--- config.mk ---
export PLATFORM = sky130hd
export DESIGN_NAME = data_mem_responder_flat
export DESIGN_NICKNAME = d
export VERILOG_FILES = /design/src/rtl/data_mem_responder_if.sv /design/src/rtl/data_mem_responder.sv /design/src/flat_wrapper.sv
export SDC_FILE = /design/constraint.sdc
export NUM_CORES = 1
export LEC_CHECK = 0
export ABC_CLOCK_PERIOD_IN_PS = 5000
export CAP_MARGIN = 40
export CORE_MARGIN = 8
export CORE_UTILIZATION = 30
export DETAILED_ROUTE_END_ITERATION = 7
export GPL_TIMING_DRIVEN = 1
export HOLD_SLACK_MARGIN = 0.12
export SYNTH_ARGS = -nofsm -noshare
export SYNTH_HDL_FRONTEND = slang
export SYNTH_SLANG_ARGS = --single-unit
--- constraint.sdc ---
create_clock -name clk -period 5 [get_ports clk]
set_input_delay 1 -clock clk [delete_from_list [all_inputs] [get_ports clk]]
set_output_delay 1 -clock clk [all_outputs]
set_load 0.01 [all_outputs]
--- src/rtl/data_mem_responder_if.sv ---
// CPU data-memory bus between the CPU load/store unit and the data RAM responder.
// The CPU drives requests through the master modport; the RAM answers through the slave modport.
interface data_mem_responder_if #(
    parameter int unsigned DATA_W = 32
);
    logic              mem_read;
    logic              mem_write;
    logic [31:0]       addr;
    logic [DATA_W-1:0] write_data;
    logic [DATA_W-1:0] read_data;
    logic              mem_ready;
    logic              mem_err;

    modport master (
        output mem_read,
        output mem_write,
        output addr,
        output write_data,
        input  read_data,
        input  mem_ready,
        input  mem_err
    );

    modport slave (
        input  mem_read,
        input  mem_write,
        input  addr,
        input  write_data,
        output read_data,
        output mem_ready,
        output mem_err
    );
endinterface

--- src/rtl/data_mem_responder.sv ---
// Word-organised data RAM answering one CPU load/store at a time after LATENCY wait cycles.
// Optional address fault checking is enabled by defining DMEM_ERR_CHECK_EN.
module data_mem_responder #(
    parameter int unsigned DATA_W  = 32,
    parameter int unsigned ADDR_W  = 5,
    parameter int unsigned LATENCY = 2,
    parameter int unsigned CNT_W   = 4
) (
    input logic                 clk,
    input logic                 rst,
    data_mem_responder_if.slave bus
);

    localparam int unsigned DEPTH = 2 ** ADDR_W;
    localparam logic [CNT_W-1:0] CNT_INIT = CNT_W'(LATENCY - 1);

    typedef enum logic [1:0] {
        StIdle,
        StBusy,
        StResp
    } state_e;

    // Left without reset so preloaded contents survive rst.
    logic [DATA_W-1:0] mem [0:DEPTH-1];

    state_e            state_q, state_d;
    logic [CNT_W-1:0]  cnt_q, cnt_d;
    logic              wr_q, wr_d;
    logic [ADDR_W-1:0] idx_q, idx_d;
    logic [DATA_W-1:0] wdata_q, wdata_d;
    logic              fault_q, fault_d;
    logic [DATA_W-1:0] rdata_q, rdata_d;
    logic              ready_q, ready_d;
    logic              access;
    logic              mem_we;
    logic [ADDR_W-1:0] req_idx;
    logic              req_fault;

    assign req_idx = bus.addr[ADDR_W+1:2];

`ifdef DMEM_ERR_CHECK_EN
    assign req_fault = (bus.addr[1:0] != 2'b00) || (bus.addr[31:ADDR_W+2] != '0);
`else
    // Out-of-range and unaligned addresses simply wrap onto the word index.
    logic unused_addr;
    assign unused_addr = ^{bus.addr[31:ADDR_W+2], bus.addr[1:0]};
    assign req_fault   = 1'b0;
`endif

    always_comb begin
        state_d = state_q;
        cnt_d   = cnt_q;
        wr_d    = wr_q;
        idx_d   = idx_q;
        wdata_d = wdata_q;
        fault_d = fault_q;
        rdata_d = rdata_q;
        ready_d = 1'b0;
        access  = 1'b0;
        unique case (state_q)
            StIdle: begin
                if (bus.mem_read || bus.mem_write) begin
                    // A simultaneous read and write is handled as a store.
                    wr_d    = bus.mem_write;
                    idx_d   = req_idx;
                    wdata_d = bus.write_data;
                    fault_d = req_fault;
                    cnt_d   = CNT_INIT;
                    state_d = StBusy;
                end
            end
            StBusy: begin
                if (cnt_q != '0) begin
                    cnt_d = cnt_q - CNT_W'(1);
                end else begin
                    access  = 1'b1;
                    ready_d = 1'b1;
                    state_d = StResp;
                    if (!wr_q) begin
                        rdata_d = fault_q ? '0 : mem[idx_q];
                    end
                end
            end
            StResp: begin
                state_d = StIdle;
            end
            default: begin
                state_d = StIdle;
            end
        endcase
    end

    assign mem_we = access && wr_q && !fault_q;

    always_ff @(posedge clk) begin
        if (rst) begin
            state_q <= StIdle;
            cnt_q   <= '0;
            wr_q    <= 1'b0;
            idx_q   <= '0;
            wdata_q <= '0;
            fault_q <= 1'b0;
            rdata_q <= '0;
            ready_q <= 1'b0;
        end else begin
            state_q <= state_d;
            cnt_q   <= cnt_d;
            wr_q    <= wr_d;
            idx_q   <= idx_d;
            wdata_q <= wdata_d;
            fault_q <= fault_d;
            rdata_q <= rdata_d;
            ready_q <= ready_d;
        end
    end

    // Reset in the access cycle must still abort the store.
    always_ff @(posedge clk) begin
        if (!rst && mem_we) begin
            mem[idx_q] <= wdata_q;
        end
    end

`ifdef DMEM_ERR_CHECK_EN
    logic err_q;

    always_ff @(posedge clk) begin
        if (rst) begin
            err_q <= 1'b0;
        end else begin
            err_q <= access && fault_q;
        end
    end

    assign bus.mem_err = err_q;
`else
    assign bus.mem_err = 1'b0;
`endif

    assign bus.read_data = rdata_q;
    assign bus.mem_ready = ready_q;

endmodule

--- src/flat_wrapper.sv ---
// flat-port wrapper written by rule: the top's interface ports become plain ports
module data_mem_responder_flat 
#(
    parameter int unsigned DATA_W  = 32,
    parameter int unsigned ADDR_W  = 5,
    parameter int unsigned LATENCY = 2,
    parameter int unsigned CNT_W   = 4
)
  (clk, rst, bus_mem_read, bus_mem_write, bus_addr, bus_write_data, bus_read_data, bus_mem_ready, bus_mem_err);
  data_mem_responder_if #(.DATA_W(DATA_W)) bus_i ();
  input logic clk;
  input logic rst;
  input wire logic [$bits(bus_i.mem_read)-1:0] bus_mem_read;
  input wire logic [$bits(bus_i.mem_write)-1:0] bus_mem_write;
  input wire logic [$bits(bus_i.addr)-1:0] bus_addr;
  input wire logic [$bits(bus_i.write_data)-1:0] bus_write_data;
  output wire logic [$bits(bus_i.read_data)-1:0] bus_read_data;
  output wire logic [$bits(bus_i.mem_ready)-1:0] bus_mem_ready;
  output wire logic [$bits(bus_i.mem_err)-1:0] bus_mem_err;
  assign bus_i.mem_read = bus_mem_read;
  assign bus_i.mem_write = bus_mem_write;
  assign bus_i.addr = bus_addr;
  assign bus_i.write_data = bus_write_data;
  assign bus_read_data = bus_i.read_data;
  assign bus_mem_ready = bus_i.mem_ready;
  assign bus_mem_err = bus_i.mem_err;
  data_mem_responder #(.DATA_W(DATA_W), .ADDR_W(ADDR_W), .LATENCY(LATENCY), .CNT_W(CNT_W)) u_core (.clk(clk), .rst(rst), .bus(bus_i));
endmodule
Word level (Yosys, flattened, before mapping)

Memory sizes are Yosys's and may differ from the RTL's. A register that Yosys moved wholly into a read port is not among the register bits.
Cells that the tools add are included.

Register bits: 45
Latch bits: 0
RAM bits: 1024
Memory bits (read-only): 0
Bits of input ports: 68
Output and inout bits: 34
Word-level logic and storage cells: 35
Memories kept: 1

Memories:

| name       | depth | bits a word | read ports | clocked after Yosys merged registers in | wr ports | line                     | source |
|---|---|---|---|---|---|---|---|
| u_core.mem | 32    | 32          | 1          | 1                                       | 1        | data_mem_responder.sv:24 | `logic [DATA_W-1:0] mem [0:DEPTH-1];` |

Add/subtract/negate cells: 1
Multipliers: 0
Divide/modulo/power cells: 0
Order comparisons: 0
Equal/unequal tests: 4
Shift-type cells: 0
Muxes and demuxes: 10
Bitwise logic cells: 2
Reduce and logical (&&, ||, !) cells: 11

Operators with widths:

| cell                                                                    | number |
|---|---|
| 4-bit 2-to-1 mux                                                        | 2 |
| 4-bit one-hot mux with 2 select lines                                   | 1 |
| 3-bit AND reduction                                                     | 2 |
| 1-bit 2-to-1 mux                                                        | 4 |
| 2-bit 2-to-1 mux                                                        | 2 |
| 2-bit by 1-bit inequality test with 1-bit output, second input constant | 2 |
| 2-bit one-hot mux with 2 select lines                                   | 1 |
| 2-bit AND reduction                                                     | 2 |
| 4-bit nonzero test                                                      | 1 |
| 4-bit by 1-bit subtractor with 4-bit output, second input constant      | 1 |
| 2-bit by 1-bit equality test with 1-bit output, second input constant   | 1 |
| 1-bit logical AND                                                       | 2 |
| 2-bit zero test                                                         | 1 |
| 2-bit inequality test, second input constant                            | 1 |
| 1-bit NOT                                                               | 2 |
| 2-bit nonzero test                                                      | 1 |
| 1-bit zero test                                                         | 1 |
| 1-bit logical OR                                                        | 1 |

Longest topological paths before layout

Gate-level depths: netlist of run 1.

Depth after elaboration: 7
Mapped depth: 9
Mapped depth without buffers: 7

Worst setup path before layout of run 1

No wires, ideal clock.

Path type: input port to flip-flop
Start: input port rst
End: memory u_core.mem[1][0], enable pin
Library setup time: 421 ps
Arrival time: 3224 ps
Required time: 4579 ps
Path slack: 1354 ps
Stages: 4
Buffers on the path: 1
Path through: clkbuf_1 -> nor3_1 -> nand4b_1 -> nor2_1

Longest elaborated chain between the ends: 4

Ends and longest elaborated chain:

| element                                | line                      | source |
|---|---|---|
| from (decl)                            | flat_wrapper.sv:12        | `input logic rst;` |
| 1-bit zero test                        | data_mem_responder.sv:119 | `if (!rst && mem_we) begin` |
| 1-bit logical AND                      | data_mem_responder.sv:119 |  |
| 1-bit 2-to-1 mux                       | data_mem_responder.sv:119 |  |
| 1-bit 2-to-1 mux (implied by the code) | data_mem_responder.sv:120 | `mem[idx_q] <= wdata_q;` |
| to (decl)                              | data_mem_responder.sv:24  |  |

Every way passes these cells.

==> results of run 1 <==
-- cell usage in the layout, fill, tap and decap left out, drive strengths merged, types with 4 or more instances in the layout --
cell / netlist / routed
bufinv: 0 / 10
o22ai: 111 / 111
nand4bb: 4 / 4
nor2b: 18 / 18
mux2: 10 / 10
a21oi: 63 / 63
mux2i: 301 / 301
nor4: 10 / 10
clkinv: 0 / 43
inv: 14 / 16
nand2: 111 / 111
edfxtp: 1024 / 1024
a22oi: 29 / 29
buf: 82 / 121
clkdlybuf4s50: 0 / 72
nor2: 75 / 75
mux4: 100 / 100
a32o: 11 / 11
a211o: 11 / 11
a211oi: 35 / 35
clkbuf: 53 / 138
nand2b: 6 / 6
or4b: 4 / 4
or4: 24 / 24
and2: 4 / 4
nor3: 5 / 5
dfxtp: 77 / 77
nand3: 22 / 22
clkinvlp: 0 / 5
o2111ai: 11 / 11
nand4b: 5 / 5
a311oi: 17 / 17
-- final cells by class --
type / count / area, um^2
fill: 12900 / 89300
sequential: 1101 / 32300
multi-input combinational: 1015 / 9210
clock buffer: 138 / 2940
tap: 1876 / 2350
timing repair buffer: 193 / 2260
clock inverter: 60 / 562
inverter: 14 / 52.6
antenna: 1 / 2.50
-- power by group through the flow --
| stage | registers (mW) | logic (mW) | clock network (mW) |
|---|---|---|---|
| after floorplan | 10.6 | 0.934 | 0 |
| after global placement | 10.8 | 1.47 | 0 |
| after detailed placement | 10.6 | 1.71 | 0 |
| after CTS | 10.4 | 1.72 | 8.14 |
| after global routing | 10.4 | 1.83 | 8.50 |
| final | 10.4 | 1.71 | 8.03 |
-- critical path, delay by kind of cell, from the launching register on --
family	cells	cell delay, ps
flops	1	780
compound gates	3	570
simple gates	1	200
buf+inv	2	1220
mux	1	280
-- metrics by stage --
stage	util [%]	hold WS (ps)	std cells	power [mW]	cell area, um^2
2_1_floorplan	-	487	2265	11.6	41900
3_3_place_gp	32.8	452	4164	12.2	45500
3_5_place_dp	33.2	455	4199	12.3	46200
4_1_cts	35.7	463	4397	20.3	49700
5_1_grt	35.7	502	4397	20.8	49700
6_report	35.7	462	4398	20.2	49700
-- logic make-up (layout without fill, tap and decap cells) --
logic type | count (synthesis) | after routing | share of synthesized area [%]
compound gates | 300 | 300 | 4.87
xor+xnor | 2 | 2 | 0.0418
fa+ha+maj | 1 | 1 | 0.0299
buf+inv | 149 | 405 | 1.64
flops | 1101 | 1101 | 77.1
mux | 411 | 411 | 12.8
other cells | 1 | 2 | 0.00895
simple gates | 300 | 300 | 3.51
-- layer usage --
layer | global-route usage, % | wire length, um | vias up
met3 | 3.13 | 8710 | 150
met4 | 3.76 | 2400 | 8
met1 | 19.3 | 48000 | 11400
met5 | 0.478 | 135 | -
li1 | - | - | 9498
met2 | 22.5 | 51600 | 793
-- how the worst max path moves through the flow --
stage | start | endpoint | slack (ps)
CTS | u_core.idx_q[1] | u_core.bus.read_data[10] | 1720
floorplan | rst | u_core.mem[1][0] | 1350
global route | u_core.idx_q[1] | u_core.bus.read_data[10] | 1560
detailed placement | rst | u_core.mem[8][27] | 1520
global placement | rst | u_core.mem[8][27] | 1550
finish | u_core.idx_q[1] | u_core.bus.read_data[10] | 1720
-- sequential cells by signal, summed over array words and instances (netlist names) --
register,count
u_core.cnt_q,4
u_core.bus.read_data,32
u_core.bus.mem_ready,1
u_core.wr_q,1
u_core.wdata_q,32
u_core.mem,1024
u_core.state_q,2
u_core.idx_q,5
==> run_results.csv, run 1 <==
group,metric,value,unit
yosys,ys_types,50,
critical_path,cp-start-kind,"register",
clock_tree,clk_latency,670,ps
power_and_ir_drop,sequentialPowerShare,51.7,%
yosys,yosysSeqAreaShare,77.1,%
global_route,grt_usage,14.1,%
critical_path,worst_r2r_endpoint,"u_core.bus.read_data[10]",
worst_hold_path,hold_path_class,"reg -> reg",
global_route,grt_pass1_wl,157000,um
yosys,synth_edf_count,1024,
power_and_ir_drop,pwr-share-clk,39.8,%
critical_path,endpoint_kind,"register",
global_route,antenna_found_initial,3,
critical_path,slowest_delay,780,ps
worst_hold_path,hold_end,"u_core.wdata_q[12]",
critical_path,required,5510,ps
power_and_ir_drop,switching_share,22.7,%
sta,fin_crit,3280,ps
floorplanning,num_rows,137,
route,dr.pass1.iters,5,
yosys,syn-instance-count,2265,
yosys,netlist_area,41900,um^2
sta,fin_setup_tns,0,ps
sta,finalSetupViolations,0,
yosys,syn_avg_cell_area,18.5,um^2
sta,final_hold_viol_count,0,
yosys,synth.most_common_cell,"edfxtp_1",
yosys,yosysTopAreaCell,"edfxtp_1",
yosys,synth-seq-cells,1101,
route,via_count,21800,
critical_path,rrSetupSlack,1720,ps
critical_path,reg2regPathDepth,7,
worst_hold_path,hold_path_depth,2,
critical_path,critPathSlowestCell,"dfxtp_4",
placed_design,hpwl,66000,um
sta,finClkSkew,29.1,ps
route,drc,0,
floorplanning,die_w,390,um
route,wl_per_cell,25.2,um
power_and_ir_drop,p_switching,4.57,mW
route,vias_per_cell,4.96,
clock_tree,post-cts-setup-buffer-count,0,
placed_design,port_buffers,73,
floorplanning,coreArea,139000,um^2
critical_path,crit_fanout,44,
power_and_ir_drop,p_int,15.6,mW
global_route,grt_max_degree,116,
flow_run,drv_cap,0,
global_route,grt_pass1_vias,21700,
power_and_ir_drop,vdd_ir_drop_max,0.256,mV
floorplanning,die_height,390,um
critical_path,crit_arrival,3790,ps
yosys,syn_nets,2334,
clock_tree,cts_resized,0,
global_route,grt-ovfl-total,0,
clock_tree,clkSinkCount,1101,
final_layout,drive_above_1_share,17.7,%
floorplanning,dieArea,152000,um^2
critical_path,timing.rr.start,"u_core.idx_q[1]",
route,antenna_left,0,
critical_path,crit_path_frequent_cell,"buf_4",
sta,max_freq,305,MHz
yosys,yosys.area.top_type_share,73.4,%
clock_tree,cts-hold-fix-buffers,0,
route,drt_iter0_markers,2114,
sta,fin_ws,1720,ps
clock_tree,cts_max_level,3,
route,drt_wl_total,111000,um
critical_path,crit_path_cell_trace,"buf_4 -> buf_4 -> mux2i_1 -> a22oi_1 -> and3_1 -> a21oi_1 -> a211oi_1",
clock_tree,cts_root_buf,"clkbuf_16",
clock_tree,cts.reportedPaths.clkPinSlew,60,ps
final_layout,nets,2501,
yosys,synth_ff_type,"edfxtp_1",
sta,slew_headroom,37.2,%
sta,rsz0062_at_grt,"false",
sta,fin_crit_sh,65.6,%
clock_tree,clk_path_buf_depth,3,
yosys,ys.warnings.count,0,
final_layout,area_delta_synth_final,18.5,%
floorplanning,start_util,30.1,%
clock_tree,cts_buffers,107,
critical_path,path_class,"reg -> reg",
clock_tree,cts_tree,"done",
power_and_ir_drop,leakagePower,15.2,nW
sta,worst_slew_pin_slew,942,ps
placed_design,gp_congestion,0.771,
yosys,ys_async_sr_fraction,0,%
floorplanning,pin_count,102,
yosys,synth.top_cells.by_area,"edfxtp_1, mux2i_1, mux4_2",
sta,drv_slew,0,
power_and_ir_drop,p_per_area,406,nW/um^2
outcome,status,"complete, no violations",
worst_hold_path,hold_start,"u_core.wdata_q[12]",
placed_design,place_ws,1520,ps
power_and_ir_drop,p_comb_share,8.5,%
yosys,yosys-top-cells-count,"edfxtp_1, mux2i_1, nand2_1, o22ai_1, mux4_2",
Note: power is estimated with default switching activity, not from simulation.
==> run 2: changes to the inputs <==
- ABC_CLOCK_PERIOD_IN_PS: 5000 -> 3020
- clock period: 5 -> 3.02 ns (I/O delays scaled with it)
==> run_results.csv, run 2 (same netlist as run 1, synthesis figures left out) <==
group,metric,value,unit
outcome,status,"complete, no violations",
route,wl_per_cell,25.1,um
sta,worst_slew_pin_slew,932,ps
placed_design,dpl_cell_area,46800,um^2
floorplanning,dieArea,152000,um^2
clock_tree,cts-hold-fix-buffers,0,
clock_tree,cts_max_level,3,
critical_path,required,3550,ps
sta,fin_hold_ws,288,ps
placed_design,port_buffers,73,
sta,max_freq,362,MHz
critical_path,reg2regPathDepth,8,
clock_tree,clkSinkCount,1101,
final_layout,drive_above_1_share,19.5,%
critical_path,crit_path_cell_trace,"inv_1 -> ha_1 -> or3b_4 -> or3_4 -> buf_4 -> or4_1 -> a21oi_1 -> a311oi_1",
clock_tree,cts_resized,0,
sta,drv_slew,0,
critical_path,slowest_delay,560,ps
sta,final_hold_viol_count,0,
route,drt_iter0_markers,2350,
critical_path,endpoint_kind,"register",
sta,fin_setup_tns,0,ps
sta,finalSetupViolations,0,
critical_path,path_delay_family,"simple AND/OR/NAND/NOR gates",
global_route,grt_pass1_vias,22000,
global_route,grt_max_degree,49,
clock_tree,cts.reportedPaths.clkPinSlew,60,ps
critical_path,path_depth,8,
clock_tree,cts_buffers,108,
placed_design,gp_congestion,0.774,
route,drc,0,
route,via_count,22200,
power_and_ir_drop,leakagePower,15.6,nW
final_layout,most-common-layout-cells,"edfxtp_1, mux2i_1, nand2_1, o22ai_1, clkbuf_16",
final_layout,multi_input_area,9200,um^2
power_and_ir_drop,power,34.0,mW
global_route,antenna_found_initial,5,
critical_path,critPathSlowestCell,"or3_4",
floorplanning,start_util,30.1,%
placed_design,hpwl,68300,um
global_route,grt_pass1_wl,159000,um
clock_tree,cts_root_buf,"clkbuf_16",
final_layout,area_delta_synth_final,20.4,%
clock_tree,cts_tree,"done",
clock_tree,post-cts-setup-buffer-count,0,
flow_run,drv_cap,0,
floorplanning,num_rows,137,
clock_tree,clk_path_buf_depth,3,
sta,fin_crit_sh,91.5,%
final_layout,nets,2558,
sta,rsz0062_at_grt,"false",
final_layout,final_cell_area,50400,um^2
power_and_ir_drop,vdd_ir_drop_max,0.461,mV
critical_path,crit_arrival,3300,ps
final_layout,post-route-util,36.3,%
worst_hold_path,hold_path_class,"in -> reg",
sta,slew_headroom,37.6,%
final_layout,largest_reg_flops,1024,
floorplanning,die_w,390,um
route,drt_wl_total,112000,um
floorplanning,die_height,390,um
sta,fin_crit,2760,ps
global_route,grt-ovfl-total,0,
critical_path,path_class,"reg -> reg",
critical_path,crit_fanout,12,
route,dr.pass1.iters,5,
final_layout,regArea,32300,um^2
floorplanning,pin_count,102,
critical_path,cp-start-kind,"register",
power_and_ir_drop,p_per_area,674,nW/um^2
route,vias_per_cell,4.97,
final_layout,largest_register,"u_core.mem",
worst_hold_path,hold_path_depth,3,
final_layout,final_common_cell,"edfxtp_1",
global_route,grt_usage,14.3,%
final_layout,fill_cells,12800,
sta,finClkSkew,28.6,ps
floorplanning,coreArea,139000,um^2
route,antenna_left,0,
critical_path,path_buf_inv,2,
clock_tree,clk_latency,700,ps
run 2: cell types whose count changed in the layout (fill, tap and decap cells not counted), sizes merged:
cell | before | now
inv | 16 | 20
buf | 121 | 177
bufinv | 10 | 13
clkinv | 43 | 35
clkinvlp | 5 | 6
clkbuf | 138 | 145
run 2: layout make-up:
type	count	share of cell area, %
Timing Repair Buffer	249	5.74
Tap cell	1876	4.65
Clock buffer	145	5.82
Antenna cell	1	0.00496
Multi-Input combinational cell	1015	18.2
Clock inverter	60	1.40
Inverter	14	0.104
Sequential cell	1101	64.0
run 2: path summary, 6_finish.rpt:
check                           slack (ps)          startpoint                       to
worst max register to register         260     u_core.cnt_q[0]  u_core.bus.read_data[1]
worst min register to register         460  u_core.wdata_q[12]       u_core.wdata_q[12]
worst max-delay path                   260     u_core.cnt_q[0]  u_core.bus.read_data[1]
worst min-delay path                   290                 rst        u_core.state_q[1]
run 2: metal layers:
| metal | track usage [%] | wire length (um) | vias to the layer above |
|---|---|---|---|
| met5 | 0 | 0 | - |
| met4 | 4.04 | 2760 | 0 |
| met3 | 3.51 | 9700 | 151 |
| met2 | 22.1 | 50600 | 836 |
| met1 | 20.1 | 49100 | 11600 |
| li1 | - | - | 9652 |
run 2: power by group:
group / internal (mW) / total (mW) / switching [mW] / leakage, nW
Clock: 7.97 / 13.7 / 5.77 / 1.77
Sequential: 17.0 / 17.3 / 0.266 / 9.97
Combinational: 1.22 / 2.98 / 1.76 / 3.85
run 2: tightest hold or removal path: stages:
cell and delay [ps]:
buf_4 100, nor3_1 50, buf_4 160
run 2: through the flow:
step,std cells,worst slack [ps]
final,4461,256
after global routing,4460,161
after CTS,4460,253
after detailed placement,4255,271
after global placement,4228,276
after floorplan,2265,-348
